## src/rtl/div_pkg.sv

```systemverilog
// ---------------------------------------------------------------------------
// div_pkg : shared types and constants for the 32-bit restoring divider
// Rev 1.0
// ---------------------------------------------------------------------------
`default_nettype none

package div_pkg;

  localparam int WIDTH = 32;
  localparam int CNT_W = 5;
  localparam logic [WIDTH-1:0] DBZ_QUOT = 32'hFFFF_FFFF;

  typedef enum logic [1:0] {
    IDLE = 2'd0,
    RUN  = 2'd1,
    DONE = 2'd2
  } state_t;

endpackage : div_pkg

`default_nettype wire

```

## src/rtl/div_restoring32_sub.sv

```systemverilog
// ---------------------------------------------------------------------------
// Sub : 32-bit ripple-borrow subtractor built from eight 4-bit borrow cells
// Rev 1.0
// ---------------------------------------------------------------------------
`default_nettype none

module Sub (
  input  logic [31:0] a,
  input  logic [31:0] b,
  input  logic        cin,
  output logic [31:0] diff,
  output logic        borrow
);

  logic [8:0] w_bc;

  assign w_bc[0] = cin;

  generate
    for (genvar i = 0; i < 8; i++) begin : g_cell
      logic [4:0] w_res;
      // Bit 4 of the 5-bit wrapped result is set exactly when a - b - bin < 0
      assign w_res = {1'b0, a[4*i+3:4*i]} - {1'b0, b[4*i+3:4*i]} - {4'b0000, w_bc[i]};
      assign diff[4*i+3:4*i] = w_res[3:0];
      assign w_bc[i+1]       = w_res[4];
    end
  endgenerate

  assign borrow = w_bc[8];

endmodule : Sub

`default_nettype wire

```

## src/rtl/div_restoring32.sv

```systemverilog
// ---------------------------------------------------------------------------
// div_restoring32 : 32-bit unsigned restoring divider, one quotient bit/clock
// Rev 1.0
// ---------------------------------------------------------------------------
`default_nettype none

module div_restoring32
  import div_pkg::*;
(
  input  logic                 clk,
  input  logic                 rst_n,
  input  logic                 start,
  input  logic [WIDTH-1:0]     dividend,
  input  logic [WIDTH-1:0]     divisor,
  output logic                 ready,
  output logic                 valid,
  output logic [WIDTH-1:0]     quotient,
  output logic [WIDTH-1:0]     remainder,
  output logic                 div_by_zero
);

  state_t             r_state;
  logic [WIDTH-1:0]   r_q;
  logic [WIDTH-1:0]   r_d;
  logic [WIDTH-1:0]   r_r;
  logic [CNT_W-1:0]   r_cnt;
  logic               r_dbz;

  logic [WIDTH:0]     w_s;
  logic [WIDTH-1:0]   w_diff;
  logic               w_borrow;
  logic               w_accept;

  // The partial remainder's bit 32 is always zero after an iteration: a
  // rejected step implies S[32]=0, so only the low 32 bits are stored.
  assign w_s      = {r_r, r_q[WIDTH-1]};
  assign w_accept = w_s[WIDTH] | ~w_borrow;

  Sub u_sub (
    .a      (w_s[WIDTH-1:0]),
    .b      (r_d),
    .cin    (1'b0),
    .diff   (w_diff),
    .borrow (w_borrow)
  );

  always_ff @(posedge clk or negedge rst_n) begin
    if (!rst_n) begin
      r_state     <= IDLE;
      r_q         <= '0;
      r_d         <= '0;
      r_r         <= '0;
      r_cnt       <= '0;
      r_dbz       <= 1'b0;
      ready       <= 1'b1;
      valid       <= 1'b0;
      quotient    <= '0;
      remainder   <= '0;
      div_by_zero <= 1'b0;
    end else begin
      valid <= 1'b0;
      case (r_state)
        IDLE: begin
          if (start) begin
            r_q   <= dividend;
            r_d   <= divisor;
            r_r   <= '0;
            r_cnt <= CNT_W'(WIDTH - 1);
            ready <= 1'b0;
            if (divisor == '0) begin
              r_dbz   <= 1'b1;
              r_state <= DONE;
            end else begin
              r_dbz   <= 1'b0;
              r_state <= RUN;
            end
          end
        end
        RUN: begin
          if (w_accept) begin
            r_r <= w_diff;
            r_q <= {r_q[WIDTH-2:0], 1'b1};
          end else begin
            r_r <= w_s[WIDTH-1:0];
            r_q <= {r_q[WIDTH-2:0], 1'b0};
          end
          if (r_cnt == '0) begin
            r_state <= DONE;
          end else begin
            r_cnt <= r_cnt - 1'b1;
          end
        end
        DONE: begin
          // On divide-by-zero r_q still holds the untouched dividend
          quotient    <= r_dbz ? DBZ_QUOT : r_q;
          remainder   <= r_dbz ? r_q : r_r;
          div_by_zero <= r_dbz;
          valid       <= 1'b1;
          ready       <= 1'b1;
          r_state     <= IDLE;
        end
        default: begin
          ready   <= 1'b1;
          r_state <= IDLE;
        end
      endcase
    end
  end

endmodule : div_restoring32

`default_nettype wire

```

## config.mk

```make
export PLATFORM = sky130hd
export DESIGN_NAME = div_restoring32
export DESIGN_NICKNAME = d
export VERILOG_FILES = /design/src/rtl/div_pkg.sv /design/src/rtl/div_restoring32_sub.sv /design/src/rtl/div_restoring32.sv
export SDC_FILE = /design/constraint.sdc
export NUM_CORES = 1
export LEC_CHECK = 0
export BUFFER_PORTS_ARGS = -buffer_cell sky130_fd_sc_hd__buf_4
export CORE_ASPECT_RATIO = 1.2
export CORE_MARGIN = 3
export CORE_UTILIZATION = 53
export CTS_CLUSTER_SIZE = 14
export DETAILED_ROUTE_END_ITERATION = 10
export GPL_TIMING_DRIVEN = 1
export PLACE_DENSITY = 0.76
export SLEW_MARGIN = 30
export SYNTH_ARGS = -nofsm -noshare
export SYNTH_HDL_FRONTEND = slang
export SYNTH_SLANG_ARGS = --single-unit
```

## constraint.sdc

```tcl
create_clock -name clk -period 15.2 [get_ports clk]
set_input_delay 0.76 -clock clk [delete_from_list [all_inputs] [get_ports clk]]
set_output_delay 0.76 -clock clk [all_outputs]
set_load 0.005 [all_outputs]
```

## Word level (Yosys, flattened, before mapping)

Index checks and enable logic that the tools add are counted.

- Flip-flop bits (word level): 171
- Input port bits: 67
- Output and inout port bits: 67
- Word-level logic and storage cells: 63

- $add $sub $neg: 16
- Equality and inequality tests: 5
- Mux-type cells: 19
- Bitwise logic cells: 3
- Reduce and logical (&&, ||, !) cells: 9

Operator list:

| cell | count |
|---|---|
| 32-bit two-way mux | 5 |
| 32-bit case mux with 2 select lines | 2 |
| 4-bit by 4-bit subtractor with 5-bit output | 8 |
| 5-bit by 1-bit subtractor with 5-bit output | 7 |
| 32-bit zero test | 1 |
| 5-bit two-way mux | 2 |
| 5-bit case mux with 2 select lines | 1 |
| 2-bit AND reduction | 4 |
| 2-bit two-way mux | 3 |
| 2-bit inequality test, second input constant | 3 |
| 5-bit zero test | 1 |
| 5-bit by 1-bit subtractor with 5-bit output, second input constant | 1 |
| 1-bit two-way mux | 4 |
| 2-bit case mux with 2 select lines | 1 |
| 3-bit AND reduction | 1 |
| 2-bit by 1-bit == test with 1-bit output, second input constant | 1 |
| 2-bit == test, second input constant | 1 |
| 2-bit zero test | 1 |
| 1-bit inverter | 2 |
| 1-bit case mux with 2 select lines | 1 |
| 2-bit nonzero test | 1 |
| 1-bit OR | 1 |

## Longest topological paths before layout

Gate-level depths: netlist (run 1).

- Word-level depth: 12
- Mapped depth: 50
- Depth with buffers taken out: 49

## Hierarchy

Synthesis (run 1) repeated with hierarchy kept, for this count alone.

- Cell total of the unflattened synthesis: 993
- Area, all modules: 9248.9 um2

Modules (own cells, without submodules):

| module | instances | cells each | area each (um2) | seq. area each (um2) |
|---|---|---|---|---|
| div_restoring32 | 1 | 792 | 7609.8 | 4280.4 |
| Sub | 1 | 201 | 1639.1 | 0.0 |

## Worst setup path before layout (run 1)

No wires, ideal clock.

- Kind: reg-to-reg
- From: reg r_q[31]
- To: reg r_r[26]
- Setup time: 0.141 ns
- Arrival time: 9.435 ns
- Data required time: 15.059 ns
- Slack: 5.624 ns
- Stages on the path, launching flop included: 51
- Path buffers: 1
- Clock period less this slack: 9.576 ns
- Cell sequence: dfrtp_1 > inv_1 > ha_1 > fa_1 > nor2b_1 > o21ai_0 > nand2b_1 > fa_1 > fa_1 > nand2b_1 > a21oi_1 > xor2_1 > fa_1 > inv_1 > fa_1 > nand2b_1 > a21oi_1 > xor2_1 > [15 not listed] > nand2b_1 > a21oi_1 > xor2_1 > fa_1 > inv_1 > fa_1 > nand2b_1 > a21oi_1 > xor2_1 > fa_1 > inv_1 > fa_1 > nand2b_4 > a2111oi_4 > a21oi_4 > buf_2 > nand3_1 > o311ai_2

- Cells in the longest elaborated chain, start to end: 12

Ends and longest elaborated chain:

| item | RTL line | source |
|---|---|---|
| from (decl) | div_restoring32.sv:23 | `logic [WIDTH-1:0] r_q;` |
| from (signal assigned) | div_restoring32.sv:65 | `r_q <= dividend;` |
| from (signal assigned) | div_restoring32.sv:82 | `r_q <= {r_q[WIDTH-2:0], 1'b1};` |
| from (signal assigned) | div_restoring32.sv:85 | `r_q <= {r_q[WIDTH-2:0], 1'b0};` |
| 4-bit by 4-bit subtractor with 5-bit output (*) | div_restoring32_sub.sv:23 | `assign w_res = {1'b0, a[4*i+3:4*i]} - {1'b0, b[4*i+3:4*i]} - {4'b0000, w_bc[i]};` |
| 5-bit by 1-bit subtractor with 5-bit output (*) (6 in a row) | div_restoring32_sub.sv:23 |  |
| 5-bit by 1-bit subtractor with 5-bit output | div_restoring32_sub.sv:23 |  |
| 1-bit inverter | div_restoring32.sv:37 | `assign w_accept = w_s[WIDTH] \| ~w_borrow;` |
| 1-bit OR | div_restoring32.sv:37 |  |
| 32-bit two-way mux (*) | div_restoring32.sv:80 | `if (w_accept) begin` |
| 32-bit case mux with 2 select lines (*) | div_restoring32.sv:62 | `case (r_state)` |
| to (signal assigned) | div_restoring32.sv:81 | `r_r <= w_diff;` |
| to (signal assigned) | div_restoring32.sv:84 | `r_r <= w_s[WIDTH-1:0];` |
| to (decl) | div_restoring32.sv:25 | `logic [WIDTH-1:0] r_r;` |

Mark *: on every way between the ends. The rest lies on a longest branch, timed or not.
A chain may end at the register's enable or synchronous reset.

## Final worst setup path (run 1)

- From: reg r_q[31]
- To: reg r_r[2]

- Cells in the longest elaborated chain, start to end: 12

Ends and longest elaborated chain:

| item | RTL line |
|---|---|
| 4-bit by 4-bit subtractor with 5-bit output (*) | div_restoring32_sub.sv:23 |
| 5-bit by 1-bit subtractor with 5-bit output (7 in a row) | div_restoring32_sub.sv:23 |
| 1-bit inverter | div_restoring32.sv:37 |
| 1-bit OR | div_restoring32.sv:37 |
| 32-bit two-way mux (*) | div_restoring32.sv:80 |
| 32-bit case mux with 2 select lines (*) | div_restoring32.sv:62 |

Marked as above.

==> impl_metrics.env, run 1 <==
export IMPL_finalSetupViolCount=0
export IMPL_row_count=52
export IMPL_path_clk_slew_ns=0.07
export IMPL_avgSynthCellArea_um2=9.49
export IMPL_drt_wl_total_um=22100
export IMPL_slew_violations=0
export IMPL_clockBufferDepth=2
export IMPL_htreeDepth=4
export IMPL_grt_max_degree=66
export IMPL_tns_ns=0
export IMPL_antenna_cells=0
export IMPL_nets=1210
export IMPL_drc=0
export IMPL_fillers=1441
export IMPL_r2r_start="r_q[31]"
export IMPL_antenna_found_initial=0
export IMPL_hold_path_class="in2async"
export IMPL_rsz0062_at_grt="no"
export IMPL_power_mw=2.77
export IMPL_rr_endpoint="r_r[2]"
export IMPL_critPathCaptureType="flop"
export IMPL_outcome="completed"
export IMPL_synth_distinct_cells=41
export IMPL_cp_common_cell="fa_1"
export IMPL_cts_setup_buffers=0
export IMPL_ys_seq_area_frac=0.460
export IMPL_die_x_um=127
export IMPL_cp_num_buf_inv=8
export IMPL_reg2reg_depth=50
export IMPL_slowest_delay_ns=0.53
export IMPL_clk_latency_ns=0.44
export IMPL_fin_crit_sh=0.723
export IMPL_vias=7350
export IMPL_final_core_util=0.647
export IMPL_max_slew_margin=0.407
export IMPL_clock_fmax_mhz=91.0
export IMPL_max_vdd_ir_drop_uv=166
export IMPL_crit_arrival_ns=11.27
export IMPL_drtIter0Drc=548
export IMPL_placed_area_mm2=0.0104
export IMPL_clock_sinks=171
export IMPL_worst_pin_slew_ns=0.889
export IMPL_fin_hold_ws_ns=0.266
export IMPL_fp_dieArea_mm2=0.0192
export IMPL_p_leak_nw=5.23
export IMPL_ctsHoldBuffers=0
export IMPL_syn_num_nets=1111
export IMPL_ys_seq_elements=171
export IMPL_start_kind="flop"
export IMPL_vias_per_cell=5.61
export IMPL_fin_crit_ns=10.99
export IMPL_ff2ff_setup_slack_ns=4.21
export IMPL_gp_congestion=0.800
export IMPL_finalClockSkew_ns=0.00969
export IMPL_ios=134
export IMPL_root_buffer="clkbuf_16"
export IMPL_grt_pass1_wl_um=36500
export IMPL_ctsResizeCount=0
export IMPL_cp_startpoint="r_q[31]"
export IMPL_power_density_mw_per_mm2=251
export IMPL_fp_dieH_um=151
export IMPL_synthCells=981
export IMPL_grt_overflow=0
export IMPL_grt_util_all_layers=0.238
export IMPL_stdcell_area_mm2=0.0110
export IMPL_synthFlopType="dfrtp_1"
export IMPL_critical_path_class="reg2reg"
export IMPL_drive_gt1_frac=0.188
export IMPL_cts_tree="built"
export IMPL_netlist_area_mm2=0.00931
export IMPL_coreArea_mm2=0.0170
export IMPL_synth_edf_count=0
export IMPL_io_buffers=133
export IMPL_finalHoldViolations=0
export IMPL_drv_cap=0
export IMPL_ys_async_sr_fraction=1.00
export IMPL_syn2layout_area_growth_pct=18.5
export IMPL_critical_path_slowest_cell="a21oi_4"
export IMPL_crit_family="adder cells"
export IMPL_cp_required_ns=15.49
export IMPL_worst_path_stages=50
export IMPL_ys_warn_count=0
export IMPL_firstDrtPassIters=5
export IMPL_grt_pass1_vias=7104
export IMPL_initial_core_util=0.546
export IMPL_ant_nets=0
export IMPL_worst_path_max_fanout=29
export IMPL_cts_buffers=17
export IMPL_wire_per_inst_um=16.9
export IMPL_place_hpwl_um=15100
-- state kept, by name, summed over array words and instances, names as in the netlist --
name         count
r_q             32
r_r             32
remainder       32
ready            1
r_dbz            1
r_cnt            5
div_by_zero      1
r_state          2
valid            1
r_d             32
quotient        32
-- synthesized netlist by cell type, drive strengths merged (4+ instances only) --
cell type  number  share of area
buf            29          0.018
ha             48          0.065
a22oi          31          0.025
a21o            4         0.0034
nand2         170          0.069
o21ai         118          0.063
a21oi          42          0.024
nand4b         14          0.013
clkbuf         37          0.015
fa             15          0.032
nor2b          35          0.024
nand2b         12         0.0089
xor2           22          0.021
mux2i          33          0.035
nor2           39          0.016
inv            63          0.025
nor4            9         0.0060
a32oi           8         0.0075
nand3          45          0.024
nand3b          7         0.0056
dfrtp         170           0.46
o311ai         16          0.026
-- per-layer routing --
metal / vias up / global-route usage / share of wire
met3: 22 / 0.0459 / 0.056
met5: - / 0 / 0
met1: 3553 / 0.341 / 0.46
met2: 221 / 0.372 / 0.47
met4: 0 / 0.0671 / 0.015
li1: 3554 / - / -
-- through the flow --
stage	instances	setup WS (ns)
CTS	1309	4.21
floorplan	981	5.62
global route	1309	3.50
global placement	1275	4.51
finish	1309	4.21
detailed placement	1277	4.25
-- final cells by class --
cell class / count / area (µm²) / share of cell area
multi-input cells: 681 / 4500 / 0.408
clock inverters: 13 / 164 / 0.0149
repair buffers: 146 / 1120 / 0.102
clock buffers: 19 / 453 / 0.0411
inverters: 63 / 236 / 0.0214
well taps: 216 / 270 / 0.0245
flip-flops and latches: 171 / 4280 / 0.388
-- where the power goes --
part	internal [mW]	leakage [nW]	switching (mW)
Combinational	0.699	2.71	0.807
Sequential	0.635	2.21	0.173
Clock	0.269	0.305	0.186
-- cells in the final DEF, fill, tap and decap left out, types with 14 or more instances in the layout --
master     count
a21oi_1       41
a22oi_1       31
buf_4        143
clkbuf_16     17
dfrtp_1      169
fa_1          15
ha_1          48
inv_1         63
mux2i_1       33
nand2_1      170
nand3_1       45
nand4b_1      14
nor2_1        39
nor2b_1       33
o21ai_0      117
o311ai_2      14
xor2_1        22
-- kinds of logic (layout without fill, tap and decap cells) --
logic type / after synthesis / count (layout) / share of synthesized area
buffers and inverters: 129 / 241 / 0.0586
XOR/XNOR: 25 / 25 / 0.0235
adder cells (fa/ha/maj): 63 / 63 / 0.0968
multiplexers: 34 / 34 / 0.0367
AO/OA/AOI/OAI: 223 / 223 / 0.155
AND/OR/NAND/NOR: 336 / 336 / 0.169
flip-flops: 171 / 171 / 0.460
-- worst max path at each step --
stage               slack, ns  endpoint
finish                   4.21    r_r[2]
global route             3.50    r_r[2]
CTS                      4.21    r_r[2]
detailed placement       4.25    r_r[2]
global placement         4.51    r_r[2]
floorplan                5.62   r_r[26]
No activity file was read; power rests on OpenSTA's default activity.
==> inputs of run 2 (changes only) <==
- ABC_AREA: not set -> 1
- CORE_UTILIZATION: 53 -> 52
- PLACE_DENSITY: 0.76 -> 0.78
- clock period: 15.2 -> 9.18 ns (I/O delays scaled with it)
==> run 2 against run 1 <==
The flow now finishes with violations (negative setup slack). Worst hold slack got worse by 0.16 ns. Die area decreased by 0.58%. Fmax increased by 18%. Synthesized area decreased by 2.5%. Setup slack got worse by 4.3 ns. Register-to-register slack got worse by 4.3 ns. Routed wire length increased by 10%. Flip-flop and latch count unchanged.
==> impl_metrics.env, run 2 <==
export IMPL_outcome="complete, but fails checks"
export IMPL_violations="negative setup slack"
export IMPL_drt_wl_total_um=24400
export IMPL_drive_gt1_frac=0.234
export IMPL_syn_num_nets=1216
export IMPL_grt_pass1_vias=7838
export IMPL_ant_nets=0
export IMPL_gp_congestion=0.854
export IMPL_die_x_um=127
export IMPL_coreArea_mm2=0.0170
export IMPL_drc=0
export IMPL_placed_area_mm2=0.0103
export IMPL_crit_arrival_ns=9.66
export IMPL_drtIter0Drc=983
export IMPL_path_clk_slew_ns=0.07
export IMPL_netlist_area_mm2=0.00907
export IMPL_fp_dieH_um=151
export IMPL_tns_ns=-2.65
export IMPL_ys_seq_area_frac=0.472
export IMPL_r2r_start="r_r[2]"
export IMPL_synth_edf_count=0
export IMPL_hold_path_class="in2async"
export IMPL_synthCells=1086
export IMPL_synth_distinct_cells=31
export IMPL_grt_util_all_layers=0.248
export IMPL_clock_fmax_mhz=107
export IMPL_place_hpwl_um=15400
export IMPL_grt_overflow=0
export IMPL_vias_per_cell=5.58
export IMPL_ctsHoldBuffers=0
export IMPL_row_count=52
export IMPL_fp_dieArea_mm2=0.0191
export IMPL_ios=134
export IMPL_cp_common_cell="nor2_1"
export IMPL_htreeDepth=4
export IMPL_final_cell_mix="nand2_1 (185), buf_4 (172), dfrtp_1 (169)"
export IMPL_fin_crit_ns=9.31
export IMPL_clk_latency_ns=0.43
export IMPL_cp_required_ns=9.53
export IMPL_syn2layout_area_growth_pct=24.7
export IMPL_final_common_cell="nand2_1"
export IMPL_critPathCaptureType="flop"
export IMPL_synth_commonest_cells="nand2_1 (208), dfrtp_1 (170), inv_1 (145)"
export IMPL_io_buffers=133
export IMPL_initial_core_util=0.534
export IMPL_ys_warn_count=0
export IMPL_cts_tree="built"
export IMPL_stdcell_area_mm2=0.0113
export IMPL_antenna_cells=0
export IMPL_cp_startpoint="r_r[2]"
export IMPL_ys_async_sr_fraction=1.00
export IMPL_root_buffer="clkbuf_16"
export IMPL_clock_sinks=171
export IMPL_wire_per_inst_um=16.8
export IMPL_cts_buffers=17
export IMPL_synth_top_area_frac=0.469
export IMPL_synth_area_leaders="dfrtp_1 (47%), nand2_1 (8.6%), ha_1 (6.6%)"
export IMPL_vias=8135
export IMPL_worst_path_max_fanout=7
export IMPL_slew_violations=0
export IMPL_antenna_found_initial=0
export IMPL_ys_seq_elements=171
export IMPL_yosysMostFrequentCell="nand2_1"
export IMPL_start_kind="flop"
export IMPL_reg2reg_depth=57
export IMPL_drv_cap=0
export IMPL_synth_top_cell_by_area="dfrtp_1"
export IMPL_grt_max_degree=104
export IMPL_clockBufferDepth=2
export IMPL_rsz0062_at_grt="yes"
export IMPL_finalClockSkew_ns=0.0103
export IMPL_critical_path_slowest_cell="dfrtp_1"
export IMPL_avgSynthCellArea_um2=8.36
export IMPL_rr_endpoint="r_r[30]"
export IMPL_nets=1360
export IMPL_slowest_delay_ns=0.43
export IMPL_finalSetupViolCount=33
export IMPL_ff2ff_setup_slack_ns=-0.13
export IMPL_max_slew_margin=0.428
export IMPL_synthFlopType="dfrtp_1"
export IMPL_firstDrtPassIters=5
export IMPL_finalHoldViolations=0
export IMPL_worst_pin_slew_ns=0.858
export IMPL_fin_crit_sh=1.01
export IMPL_grt_pass1_wl_um=38400
export IMPL_worst_slack_ns=-0.130
export IMPL_critical_path_class="reg2reg"
==> run 2: stage by stage <==
stage / cells / hold WS, ns / setup slack (ns) / utilization
after floorplan: 1086 / 0.163 / 0.388 / -
after global placement: 1406 / 0.462 / 0.0261 / 0.607
after detailed placement: 1406 / 0.464 / -0.329 / 0.607
after CTS: 1447 / 0.183 / 0.00168 / 0.652
after global routing: 1458 / 0.176 / -0.565 / 0.666
final: 1458 / 0.102 / -0.130 / 0.666
==> run 2: worst max-delay path by stage <==
stage | to | slack (ns)
6_report | r_r[30] | -0.13
5_1_grt | r_r[30] | -0.57
4_1_cts | r_r[28] | 0.002
3_5_place_dp | r_r[13] | -0.33
3_3_place_gp | r_r[2] | 0.03
2_1_floorplan | r_q[0] | 0.39
==> run 2: final cells by class <==
type,count,area [µm²]
Clock buffer,17,425
Clock inverter,14,123
Fill cell,1345,5670
Inverter,151,571
Multi-Input combinational cell,707,4140
Sequential cell,171,4280
Tap cell,216,270
Timing Repair Buffer,182,1500
==> run 2: cells by family (layout without fill, tap and decap cells) <==
logic type	Yosys count	count (layout)	synth area share
compound gates	190	190	0.116
xor+xnor	22	22	0.0212
fa+ha+maj	63	63	0.0993
buf+inv	208	364	0.0935
flops	171	171	0.472
simple gates	432	432	0.199
==> run 2: repair_timing <==
item	4_1_cts	5_1_grt
cloned	2	2
buffers inserted	8	9
endpoints found under the hold margin	0	0
setup endpoints to repair	33	33
gates resized for setup	39	32
pin swaps	12	28
==> run 2: critical path: cells and delay by family (launching register included) <==
kind | cells | cell delay [ns]
adder cells (fa/ha/maj) | 15 | 4.42
AND/OR/NAND/NOR | 26 | 2.31
XOR/XNOR | 6 | 1.23
buffers and inverters | 8 | 0.56
flip-flops | 1 | 0.43
AO/OA/AOI/OAI | 2 | 0.25
==> run 2: routing by layer <==
layer | track usage | up-vias | wire length, µm
met2 | 0.400 | 383 | 11900
li1 | - | 3777 | -
met4 | 0.0714 | 0 | 578
met5 | 0 | - | 0
met1 | 0.346 | 3916 | 10100
met3 | 0.0440 | 59 | 1890
Power of run 2 is left out: the tool's default activity adds up to more than one toggle a clock period on the data nets, which glitch-free logic cannot reach.
==> inputs of run 3 (changes only) <==
- TNS_END_PERCENT: not set -> 10
==> run 3 against run 2 <==
The run still ends with negative setup slack left. Setup slack worse by 0.010 ns. Non-clock buffer count down 4. Highest routed layer unchanged. Global-route usage down 0.088 points. Worst hold slack better by 0.0079 ns. First-iteration DRC count down 10%. Critical path depth unchanged. Via count down 1.9%. Clock-buffer cell count unchanged.
==> impl_metrics.env, run 3 (synthesis results as in run 2) <==
export IMPL_outcome="complete, but fails checks"
export IMPL_violations="negative setup slack"
export IMPL_cp_required_ns=9.54
export IMPL_cts_buffers=17
export IMPL_grt_pass1_vias=7807
export IMPL_grt_pass1_wl_um=38300
export IMPL_hold_path_class="in2async"
export IMPL_slowest_delay_ns=0.46
export IMPL_row_count=52
export IMPL_grt_overflow=0
export IMPL_clk_latency_ns=0.43
export IMPL_final_common_cell="nand2_1"
export IMPL_worst_path_max_fanout=6
export IMPL_drtIter0Drc=883
export IMPL_ios=134
export IMPL_vias=7978
export IMPL_wire_per_inst_um=16.3
export IMPL_max_slew_margin=0.440
export IMPL_clockBufferDepth=2
export IMPL_firstDrtPassIters=6
export IMPL_critPathCaptureType="flop"
export IMPL_place_hpwl_um=15400
export IMPL_drive_gt1_frac=0.224
export IMPL_gp_congestion=0.854
export IMPL_dp_cells=1406
export IMPL_die_x_um=127
export IMPL_drv_cap=0
export IMPL_fin_crit_ns=9.32
export IMPL_drt_wl_total_um=23700
export IMPL_fp_dieArea_mm2=0.0191
export IMPL_fillers=1374
export IMPL_initial_core_util=0.534
export IMPL_nets=1356
export IMPL_clock_fmax_mhz=107
export IMPL_layoutNonFillerInstCount=1454
export IMPL_root_buffer="clkbuf_16"
export IMPL_cts_tree="built"
export IMPL_finalSetupViolCount=33
export IMPL_critical_path_slowest_cell="dfrtp_1"
export IMPL_antenna_cells=0
export IMPL_critical_path_class="reg2reg"
export IMPL_reg2reg_depth=57
export IMPL_finalClockSkew_ns=0.0123
export IMPL_io_buffers=133
export IMPL_finalHoldViolations=0
export IMPL_start_kind="flop"
export IMPL_drc=0
export IMPL_clock_sinks=171
export IMPL_syn2layout_area_growth_pct=23.4
export IMPL_path_clk_slew_ns=0.07
export IMPL_worst_pin_slew_ns=0.840
export IMPL_dp_slack_ns=-0.329
export IMPL_fin_crit_sh=1.02
export IMPL_r2r_start="r_d[0]"
export IMPL_fp_dieH_um=151
export IMPL_rr_endpoint="r_r[3]"
export IMPL_final_cell_mix="nand2_1 (198), buf_4 (172), dfrtp_1 (169)"
export IMPL_tns_ns=-3.36
export IMPL_grt_max_degree=104
export IMPL_crit_arrival_ns=9.68
export IMPL_rsz0062_at_grt="yes"
export IMPL_antenna_found_initial=0
export IMPL_ff2ff_setup_slack_ns=-0.14
export IMPL_vias_per_cell=5.49
export IMPL_htreeDepth=4
export IMPL_slew_violations=0
export IMPL_worst_slack_ns=-0.141
export IMPL_coreArea_mm2=0.0170
export IMPL_grt_util_all_layers=0.247
export IMPL_ant_nets=0
-- run 3: changes by cell type in the layout (fill, tap and decap cells not counted), sizes merged --
cell    delta
buf        -2
clkbuf     -2
-- run 3: repair_timing --
item                                    in CTS  in global routing
endpoints found under the setup margin      33                 33
resized for setup                           41                 16
pin swaps                                   11                 11
gates cloned                                 2                  0
hold buffers                                 0                  0
setup buffers                                7                  8
-- run 3: layer usage --
metal | GRT usage | part of all wire | up-vias
met5 | 0 | 0 | -
met3 | 0.0444 | 0.075 | 57
met1 | 0.345 | 0.43 | 3766
met4 | 0.0671 | 0.024 | 0
met2 | 0.399 | 0.47 | 380
li1 | - | - | 3775
-- run 3: worst max-delay path by stage --
stage	start	to	slack, ns	cells after the start
finish	r_d[0]	r_r[3]	-0.14	57
global placement	r_q[31]	r_r[2]	0.03	57
floorplan	r_q[31]	r_q[0]	0.39	57
detailed placement	r_d[3]	r_r[13]	-0.33	58
CTS	r_d[3]	r_r[30]	-0.006	58
global route	r_r[2]	r_r[0]	-0.59	57
-- run 3: critical path: cells and delay by family, from the launching register on --
family          cells  cell delay, ns
buf+inv             8            0.55
fa+ha+maj          16            4.54
simple gates       26            2.33
flops               1            0.46
xor+xnor            6            1.23
compound gates      1            0.09
-- run 3: metrics by stage --
step                utilization  hold slack (ns)  area, µm²
global route              0.659            0.181      11200
CTS                       0.652            0.183      11100
detailed placement        0.607            0.464      10300
global placement          0.607            0.462      10300
floorplan                     -            0.163       9070
finish                    0.659            0.110      11200
-- run 3: final cells by class --
type                       instances  area [µm²]  share of cell area
tap                              216         270              0.0241
timing repair buffer             178        1410               0.126
sequential                       171        4280               0.382
inverter                         151         571              0.0510
multi-input combinational        707        4110               0.367
clock inverter                    14         123              0.0110
clock buffer                      17         425              0.0380
Power of run 3 is left out for the same reason.
